$ cat config.mk
export PLATFORM = sky130hd
export DESIGN_NAME = usb_fs_rx
export DESIGN_NICKNAME = d
export VERILOG_FILES = /design/src/rtl/usb_fs_rx.sv
export SDC_FILE = /design/constraint.sdc
export NUM_CORES = 1
export LEC_CHECK = 0
export CORE_MARGIN = 2
export CORE_UTILIZATION = 55
export CTS_CLUSTER_DIAMETER = 100
export CTS_CLUSTER_SIZE = 40
export DETAILED_ROUTE_END_ITERATION = 16
export GPL_TIMING_DRIVEN = 0
export PLACE_DENSITY = 0.72
export SYNTH_ARGS = -nofsm -noshare
export SYNTH_HDL_FRONTEND = slang
export SYNTH_SLANG_ARGS = --single-unit
$ cat constraint.sdc
create_clock -name clock48 -period 2.8 [get_ports clock48]
set_clock_uncertainty 0.05 [all_clocks]
set_input_delay 0.84 -clock clock48 [delete_from_list [all_inputs] [get_ports clock48]]
set_output_delay 0.84 -clock clock48 [all_outputs]
set_load 0.1 [all_outputs]
$ cat src/rtl/usb_fs_rx.sv
// Full-speed USB receive front end: pad synchronisation, 4x oversampled bit recovery,
// SYNC detection, NRZI decode, bit unstuffing, byte assembly, EOP/error/bus-reset flags.
module usb_fs_rx #(
    parameter int unsigned RESET_SE0_CYCLES = 120,
    parameter int unsigned SYNC_MIN_ZEROS   = 5
) (
    input  logic       clock48,
    input  logic       reset,
    input  logic       usb_d_p,
    input  logic       usb_d_n,
    output logic [7:0] rx_data,
    output logic       rx_valid,
    output logic       rx_active,
    output logic       rx_error,
    output logic       rx_eop,
    output logic       usb_reset
);

    localparam logic [1:0] LineSe0 = 2'b00;
    localparam logic [1:0] LineK   = 2'b01;
    localparam logic [1:0] LineJ   = 2'b10;
    localparam logic [1:0] LineSe1 = 2'b11;

    localparam logic [2:0] StIdle  = 3'd0;
    localparam logic [2:0] StSync  = 3'd1;
    localparam logic [2:0] StData  = 3'd2;
    localparam logic [2:0] StEop   = 3'd3;
    localparam logic [2:0] StError = 3'd4;

    localparam int unsigned CntW = $clog2(RESET_SE0_CYCLES + 1);
    localparam logic [CntW-1:0] Se0Limit = CntW'(RESET_SE0_CYCLES);
    localparam logic [2:0] SyncMin = 3'(SYNC_MIN_ZEROS);

    logic            dp_meta_q, dp_sync_q, dn_meta_q, dn_sync_q;
    logic [1:0]      line;
    logic [1:0]      line_prev_q;
    logic [1:0]      phase_q, phase_d;
    logic [1:0]      last_strobe_q;
    logic            strobe;
    logic            bit_val;
    logic            is_jk;

    logic [CntW-1:0] se0_cnt_q, se0_cnt_d;
    logic            usb_reset_q, usb_reset_d;

    logic [2:0]      state_q, state_d;
    logic [2:0]      zeros_q, zeros_d;
    logic [2:0]      ones_q, ones_d;
    logic [2:0]      bits_q, bits_d;
    logic [7:0]      shift_q, shift_d;
    logic [7:0]      rx_data_q, rx_data_d;
    logic            valid_q, valid_d;
    logic            error_q, error_d;
    logic            eop_q, eop_d;
    logic            active_q, active_d;
    logic            err_se0_q, err_se0_d;

    assign line = {dp_sync_q, dn_sync_q};

    // Phase restarts on every line transition, so strobe lands two cycles into the bit.
    always_comb begin
        phase_d = (line != line_prev_q) ? 2'd0 : phase_q + 2'd1;
    end

    assign strobe  = (phase_q == 2'd2);
    assign bit_val = (line_prev_q == last_strobe_q);
    assign is_jk   = (line_prev_q == LineJ) || (line_prev_q == LineK);

    always_comb begin
        se0_cnt_d = se0_cnt_q;
        if (line != LineSe0) begin
            se0_cnt_d = '0;
        end else if (se0_cnt_q != Se0Limit) begin
            se0_cnt_d = se0_cnt_q + 1'b1;
        end
        usb_reset_d = (se0_cnt_d == Se0Limit);
    end

    always_comb begin
        state_d   = state_q;
        zeros_d   = zeros_q;
        ones_d    = ones_q;
        bits_d    = bits_q;
        shift_d   = shift_q;
        rx_data_d = rx_data_q;
        valid_d   = 1'b0;
        error_d   = 1'b0;
        eop_d     = 1'b0;
        active_d  = active_q;
        err_se0_d = err_se0_q;

        if (usb_reset_q) begin
            state_d  = StIdle;
            active_d = 1'b0;
        end else if (strobe) begin
            case (state_q)
                StIdle: begin
                    if (line_prev_q == LineK) begin
                        state_d = StSync;
                        zeros_d = 3'd1;
                    end
                end
                StSync: begin
                    if (!is_jk) begin
                        state_d = StIdle;
                    end else if (!bit_val) begin
                        if (zeros_q != 3'd7) zeros_d = zeros_q + 3'd1;
                    end else if (zeros_q >= SyncMin) begin
                        // The closing SYNC 1 already counts toward the stuffing run.
                        state_d  = StData;
                        active_d = 1'b1;
                        ones_d   = 3'd1;
                        bits_d   = 3'd0;
                    end else begin
                        state_d = StIdle;
                    end
                end
                StData: begin
                    if (line_prev_q == LineSe0) begin
                        state_d = StEop;
                        error_d = (bits_q != 3'd0);
                    end else if (line_prev_q == LineSe1) begin
                        state_d   = StError;
                        error_d   = 1'b1;
                        active_d  = 1'b0;
                        err_se0_d = 1'b0;
                    end else if (ones_q == 3'd6) begin
                        if (bit_val) begin
                            state_d   = StError;
                            error_d   = 1'b1;
                            active_d  = 1'b0;
                            err_se0_d = 1'b0;
                        end else begin
                            ones_d = 3'd0;
                        end
                    end else begin
                        shift_d = {bit_val, shift_q[7:1]};
                        ones_d  = bit_val ? ones_q + 3'd1 : 3'd0;
                        if (bits_q == 3'd7) begin
                            rx_data_d = shift_d;
                            valid_d   = 1'b1;
                            bits_d    = 3'd0;
                        end else begin
                            bits_d = bits_q + 3'd1;
                        end
                    end
                end
                StEop: begin
                    if (line_prev_q == LineSe0) begin
                        state_d  = StIdle;
                        eop_d    = 1'b1;
                        active_d = 1'b0;
                    end else begin
                        state_d   = StError;
                        error_d   = 1'b1;
                        active_d  = 1'b0;
                        err_se0_d = 1'b0;
                    end
                end
                StError: begin
                    active_d = 1'b0;
                    if (line_prev_q == LineSe0) begin
                        err_se0_d = 1'b1;
                    end else if (line_prev_q == LineJ && err_se0_q) begin
                        state_d   = StIdle;
                        err_se0_d = 1'b0;
                    end else begin
                        err_se0_d = 1'b0;
                    end
                end
                default: begin
                    state_d  = StIdle;
                    active_d = 1'b0;
                end
            endcase
        end
    end

    always_ff @(posedge clock48 or posedge reset) begin
        if (reset) begin
            dp_meta_q     <= 1'b1;
            dp_sync_q     <= 1'b1;
            dn_meta_q     <= 1'b0;
            dn_sync_q     <= 1'b0;
            line_prev_q   <= LineJ;
            phase_q       <= 2'd0;
            last_strobe_q <= LineJ;
            se0_cnt_q     <= '0;
            usb_reset_q   <= 1'b0;
            state_q       <= StIdle;
            zeros_q       <= 3'd0;
            ones_q        <= 3'd0;
            bits_q        <= 3'd0;
            shift_q       <= 8'h00;
            rx_data_q     <= 8'h00;
            valid_q       <= 1'b0;
            error_q       <= 1'b0;
            eop_q         <= 1'b0;
            active_q      <= 1'b0;
            err_se0_q     <= 1'b0;
        end else begin
            dp_meta_q     <= usb_d_p;
            dp_sync_q     <= dp_meta_q;
            dn_meta_q     <= usb_d_n;
            dn_sync_q     <= dn_meta_q;
            line_prev_q   <= line;
            phase_q       <= phase_d;
            if (strobe) last_strobe_q <= line_prev_q;
            se0_cnt_q     <= se0_cnt_d;
            usb_reset_q   <= usb_reset_d;
            state_q       <= state_d;
            zeros_q       <= zeros_d;
            ones_q        <= ones_d;
            bits_q        <= bits_d;
            shift_q       <= shift_d;
            rx_data_q     <= rx_data_d;
            valid_q       <= valid_d;
            error_q       <= error_d;
            eop_q         <= eop_d;
            active_q      <= active_d;
            err_se0_q     <= err_se0_d;
        end
    end

    assign rx_data   = rx_data_q;
    assign rx_valid  = valid_q;
    assign rx_active = active_q;
    assign rx_error  = error_q;
    assign rx_eop    = eop_q;
    assign usb_reset = usb_reset_q;

endmodule

## Word level (Yosys, flattened, before mapping)

Cells that the tools add are included.
Widths: inputs -> output; s select.

- Reduce and logical (&&, ||, !) cells: 18
- Add/subtract/negate cells: 5
- Bitwise operators: 4
- Mux-type cells: 69
- Eq/ne operators: 41
- Magnitude comparators: 1

Operators with widths:

| operator | count |
|---|---|
| $mux 3 | 30 |
| $ne 3x3->1 const B | 11 |
| $mux 1 | 28 |
| $reduce_and 7->1 | 4 |
| $ne 2x2->1 const B | 11 |
| $pmux 3 s2 | 3 |
| $reduce_and 9->1 | 2 |
| $pmux 3 s5 | 1 |
| $mux 7 | 2 |
| $ne 4x4->1 const B | 3 |
| $ne 5x5->1 const B | 2 |
| $add 3x1->3 const B | 3 |
| $eq 3x3->1 const B | 3 |
| $reduce_and 8->1 | 1 |
| $reduce_bool 2->1 | 4 |
| $add 7x1->7 const B | 1 |
| $eq 7x7->1 const B | 1 |
| $ne 7x7->1 const B | 1 |
| $eq 2x2->1 const B | 3 |
| $eq 3x2->1 const B | 2 |
| $pmux 1 s3 | 2 |
| $reduce_and 6->1 | 1 |
| $reduce_bool 3->1 | 2 |
| $mux 2 | 2 |
| 12 further kinds | 15 |

- Input port bits: 4
- Logic and storage cells: 158
- Register bits after elaboration: 51
- Output and inout bits: 13

## Logic depth before layout (Yosys ltp)

Gate-level depths: netlist (run 1).

- Depth in word-level cells: 8
- Gate-level depth with buffers: 7
- Gate-level depth less buffers: 6

## Worst setup path before layout (run 1)

OpenSTA, ideal clock, no wires.

- Path type: reg-to-reg
- Start point: reg line_prev_q[1]
- End point: reg bits_q[0]
- Required time: 2629 ps
- Setup slack: 595 ps
- Buffers on the path: 1
- Period minus slack after synthesis: 2205 ps
- Library setup time: 121 ps
- Stages on the path, launching flop included: 8
- Data arrival time: 2034 ps
- Cells stage by stage: dfstp_2 > inv_1 > ha_1 > clkbuf_2 > or4b_4 > a21oi_2 > o211ai_2 > a22o_1

- Longest elaborated chain between the ends: 4
- Elaborated cells between the ends (all ways): 11
- Those cells by class: 8 x eq/ne; 3 x reduce/logical

Ends and longest elaborated chain:

| element | RTL line | text |
|---|---|---|
| start: declaration | 36 | `logic [1:0] line_prev_q;` |
| start signal: assignment | 185 | `line_prev_q <= LineJ;` |
| start signal: assignment | 206 | `line_prev_q <= line;` |
| $eq 2x2->1 or $eq 2x1->1 (tied branches) | 67 | `assign is_jk = (line_prev_q == LineJ) \|\| (line_prev_q == LineK);` |
| $logic_or 1x1->1 | 67 |  |
| $ne 2x2->1 (no line) | - |  |
| $reduce_and 9->1 (no line) * | - |  |
| end signal: assignment | 214 | `bits_q <= bits_d;` |
| end: declaration | 49 | `logic [2:0] bits_q, bits_d;` |

Mark *: on every way between the ends. The rest lies on a longest branch, timed or not.
A chain may end at the register's enable or synchronous reset.

## Worst setup path in the final report (run 1)

- Start point: reg active_q (netlist: rx_active)
- End point: out rx_active

RTL lines:

| element | RTL line | text |
|---|---|---|
| start: declaration | 55 | `logic active_q, active_d;` |
| start signal: assignment | 220 | `active_q <= active_d;` |
| end: declaration | 13 | `output logic rx_active,` |

No word-level cell between the ends.

==> flow_summary.json, run 1 <==
{
  "fmax_ghz": 0.370,
  "crit_arrival_ns": 1.81,
  "synth_fp_nets": 245,
  "worstHoldStart": "dp_meta_q",
  "synth_edf_count": 0,
  "antenna_cells": 0,
  "crit_path_end_kind": "output pin",
  "routed_wl_mm": 4.59,
  "crit_chain": "clkdlybuf4s50_1",
  "route.detailed.drc": 0,
  "grt_overflow": 0,
  "grt_pass1_vias": 1752,
  "start_util_pct": 58.0,
  "max_stage_delay_ns": 1.14,
  "whs_path_depth": 0,
  "ys_seq_area_share_pct": 48.7,
  "hold_class": "register to register",
  "io_buffers": 16,
  "cp_slowest_cell": "clkdlybuf4s50_1",
  "drtPass1Iterations": 4,
  "routed-via-count": 1735,
  "cts.sinks": 50,
  "worstSetupStartpointType": "register",
  "track_usage_pct": 19.8,
  "finalSetupViolCount": 0,
  "route.met2.wl_mm": 2.09,
  "drive_above_1_share_pct": 21.5,
  "ys_ff_latch": 50,
  "ant_nets": 0,
  "cts_setup_buffers": 0,
  "drt_iter0_drc": 108,
  "syn_inst": 226,
  "worst_r2r_startpoint": "line_prev_q[1]",
  "numCtsBuffers": 5,
  "yosys_warnings": 0,
  "cp_max_fo": 3,
  "period_share_pct": 96.5,
  "worst_slack_ns": 0.0967,
  "whs_endpoint": "dp_sync_q",
  "intPower_w": 0.00118,
  "met1_length_mm": 2.27,
  "grt_pass1_wl_mm": 8.04,
  "worst_pin_slew_ns": 0.973,
  "max_slew_margin_pct": 34.9,
  "grt_max_degree": 32,
  "sw_frac_of_total_pct": 31.0,
  "power_density_nw_per_um2": 583,
  "core-area_um2": 4440,
  "power_frac_comb_pct": 21.5,
  "fin_util_pct": 66.0,
  "clk-insertion-delay-late_ns": 0.31,
  "fin_crit_ns": 2.70,
  "netSwitchingPower_w": 0.000531,
  "cts_tree": "built",
  "top_layer": "met4",
  "drv_cap": 0,
  "wl_per_cell_um": 15.2,
  "r2r_cells": 7,
  "clk_pin_slew_ns": 0.09,
  "area_growth_pct": 13.9,
  "status": "complete, no violations",
  "wl_met3_um": 120,
  "path_buf_inv": 1,
  "p_leak_nw": 1.31,
  "critPathTopFamily": "buffers and inverters",
  "seq_power_share_pct": 48.5,
  "syn_avg_cell_area_um2": 11.4,
  "fp.dieH_um": 72.5,
  "gp_congestion": 0.900,
  "cp.required_ns": 1.91,
  "drv_slew": 0,
  "die-width_um": 72.5,
  "ios": 17,
  "h-tree-depth": 2,
  "r2r-end": "bits_q[0]",
  "die_area_um2": 5250,
  "rrSetupSlack_ns": 0.41,
  "timing_worst_setup_path_type": "register to output pin",
  "place_ws_ns": 0.290,
  "finalHoldViolCount": 0,
  "grt_setup_unrepaired": "no",
  "fin_nets": 269,
  "synth_ff_type": "dfrtp_1",
  "fillers": 361,
  "ys_types": 55,
  "viasPerCell": 5.73,
  "dpl.hpwl_mm": 3.27,
  "antenna_found_initial": 0,
  "clockRootBuffer": "clkbuf_8",
  "vdd_drop_max_mv": 0.391,
  "p_clk_share_pct": 30.0,
  "rows": 24,
  "netlist_area_um2": 2580,
  "cts_max_path_buffers": 2,
  "synthArstFlopShare_pct": 100
}
## layout by cell type, fill, tap and decap left out, types with 3 or more instances in the layout
cell,n
inv_1,19
mux2_2,18
nor2_1,13
nand2b_1,3
o21ai_0,3
buf_2,4
ha_1,15
xnor2_1,5
dfstp_2,4
a21oi_1,4
o211ai_1,4
nand2_1,11
xor2_1,3
a22o_1,3
clkdlybuf4s50_1,15
dfrtp_1,46
a31oi_1,3
clkbuf_8,5
nor3_1,9
and3_1,3
nand3_1,6
## cell families (layout without fill, tap and decap cells)
| logic type | Yosys count | in the layout | share of synthesized area (%) |
|---|---|---|---|
| and+or+nand+nor | 60 | 60 | 12.8 |
| DFF | 50 | 50 | 48.7 |
| AOI/OAI and AO/OA | 43 | 43 | 13.7 |
| buffers and inverters | 27 | 52 | 4.37 |
| muxes | 21 | 21 | 9.08 |
| adders and majority gates | 15 | 15 | 7.28 |
| xor gates and xnor gates | 10 | 10 | 3.98 |
## Yosys cell counts (3+ instances only)
cell type  instances  area [um^2]
nand2b_1           3         18.8
xor2_1             3         26.3
a22o_1             3         26.3
nand3_1            6         30.0
and3_1             3         18.8
a21oi_1            4         20.0
o21ai_0            3         15.0
buf_2              4         20.0
inv_1             20         75.1
mux2_2            18          203
dfrtp_1           46         1150
nor2_1            13         48.8
o211ai_1           4         30.0
a31oi_1            3         18.8
nor3_1             9         45.0
dfstp_2            4          105
xnor2_1            5         43.8
ha_1              15          188
nand2_1           11         41.3
## worst max path at each step
| stage | startpoint | end | slack, ns | depth (start not counted) |
|---|---|---|---|---|
| 2_1_floorplan | line_prev_q[1] | bits_q[0] | 0.59 | 7 |
| 3_3_place_gp | reset | rx_error | -0.23 | 2 |
| 3_5_place_dp | usb_reset | usb_reset | 0.29 | 1 |
| 4_1_cts | rx_active | rx_active | 0.08 | 1 |
| 5_1_grt | rx_active | rx_active | 0.03 | 1 |
| 6_report | rx_active | rx_active | 0.1 | 1 |
## registers in the layout, indices dropped and copies added, names as in the netlist, 2 cells and up
register	flops
rx_data	8
se0_cnt_q	7
shift_q	7
bits_q	3
ones_q	3
state_q	3
zeros_q	3
last_strobe_q	2
line_prev_q	2
phase_q	2
## per-layer routing
layer | global-route usage (%) | vias up
li1 | - | 854
met5 | 0 | -
met2 | 30.4 | 23
met4 | 8.85 | 0
met1 | 27.4 | 849
met3 | 3.75 | 9
## layout make-up
| class | instances | area (um^2) | share of cell area (%) |
|---|---|---|---|
| clock inverters | 3 | 45.0 | 1.53 |
| multi-input cells | 149 | 1210 | 41.2 |
| well taps | 52 | 65.1 | 2.22 |
| inverters | 20 | 75.1 | 2.56 |
| flip-flops and latches | 50 | 1260 | 42.8 |
| repair buffers | 17 | 179 | 6.10 |
| plain buffers | 7 | 37.5 | 1.28 |
| clock buffers | 5 | 68.8 | 2.34 |
## metrics by stage
step / power (W) / cells / hold slack, ns / setup TNS, ns / instance area, um^2
5_1_grt: 0.00180 / 303 / 0.313 / 0 / 2940
3_3_place_gp: 0.00120 / 294 / 0.282 / -10.44 / 2800
3_5_place_dp: 0.00121 / 295 / 0.298 / 0 / 2820
2_1_floorplan: 0.00112 / 226 / 0.281 / 0 / 2580
4_1_cts: 0.00173 / 303 / 0.310 / 0 / 2940
6_report: 0.00171 / 303 / 0.308 / 0 / 2940
## power by group through the flow
| stage | logic, W | clock network (W) | registers (W) |
|---|---|---|---|
| 6_report | 0.000368 | 0.000513 | 0.000830 |
| 3_5_place_dp | 0.000365 | 0 | 0.000846 |
| 3_3_place_gp | 0.000359 | 0 | 0.000843 |
| 5_1_grt | 0.000410 | 0.000552 | 0.000841 |
| 4_1_cts | 0.000367 | 0.000528 | 0.000831 |
| 2_1_floorplan | 0.000263 | 0 | 0.000860 |
## timing repair
| item | 4_1_cts | 5_1_grt |
|---|---|---|
| hold endpoints to repair | 0 | 0 |
| gates resized for setup | 1 | 0 |
| hold buffers | 0 | 0 |
| endpoints found under the setup margin | 1 | 0 |
Power figures use the tool's default switching activity.
==> run 2: changes to the inputs <==
Settings changed: ABC_CLOCK_PERIOD_IN_PS set to 2800.
==> results of run 2 <==
Final layout, timing and power as in run 1 (identical DEF).
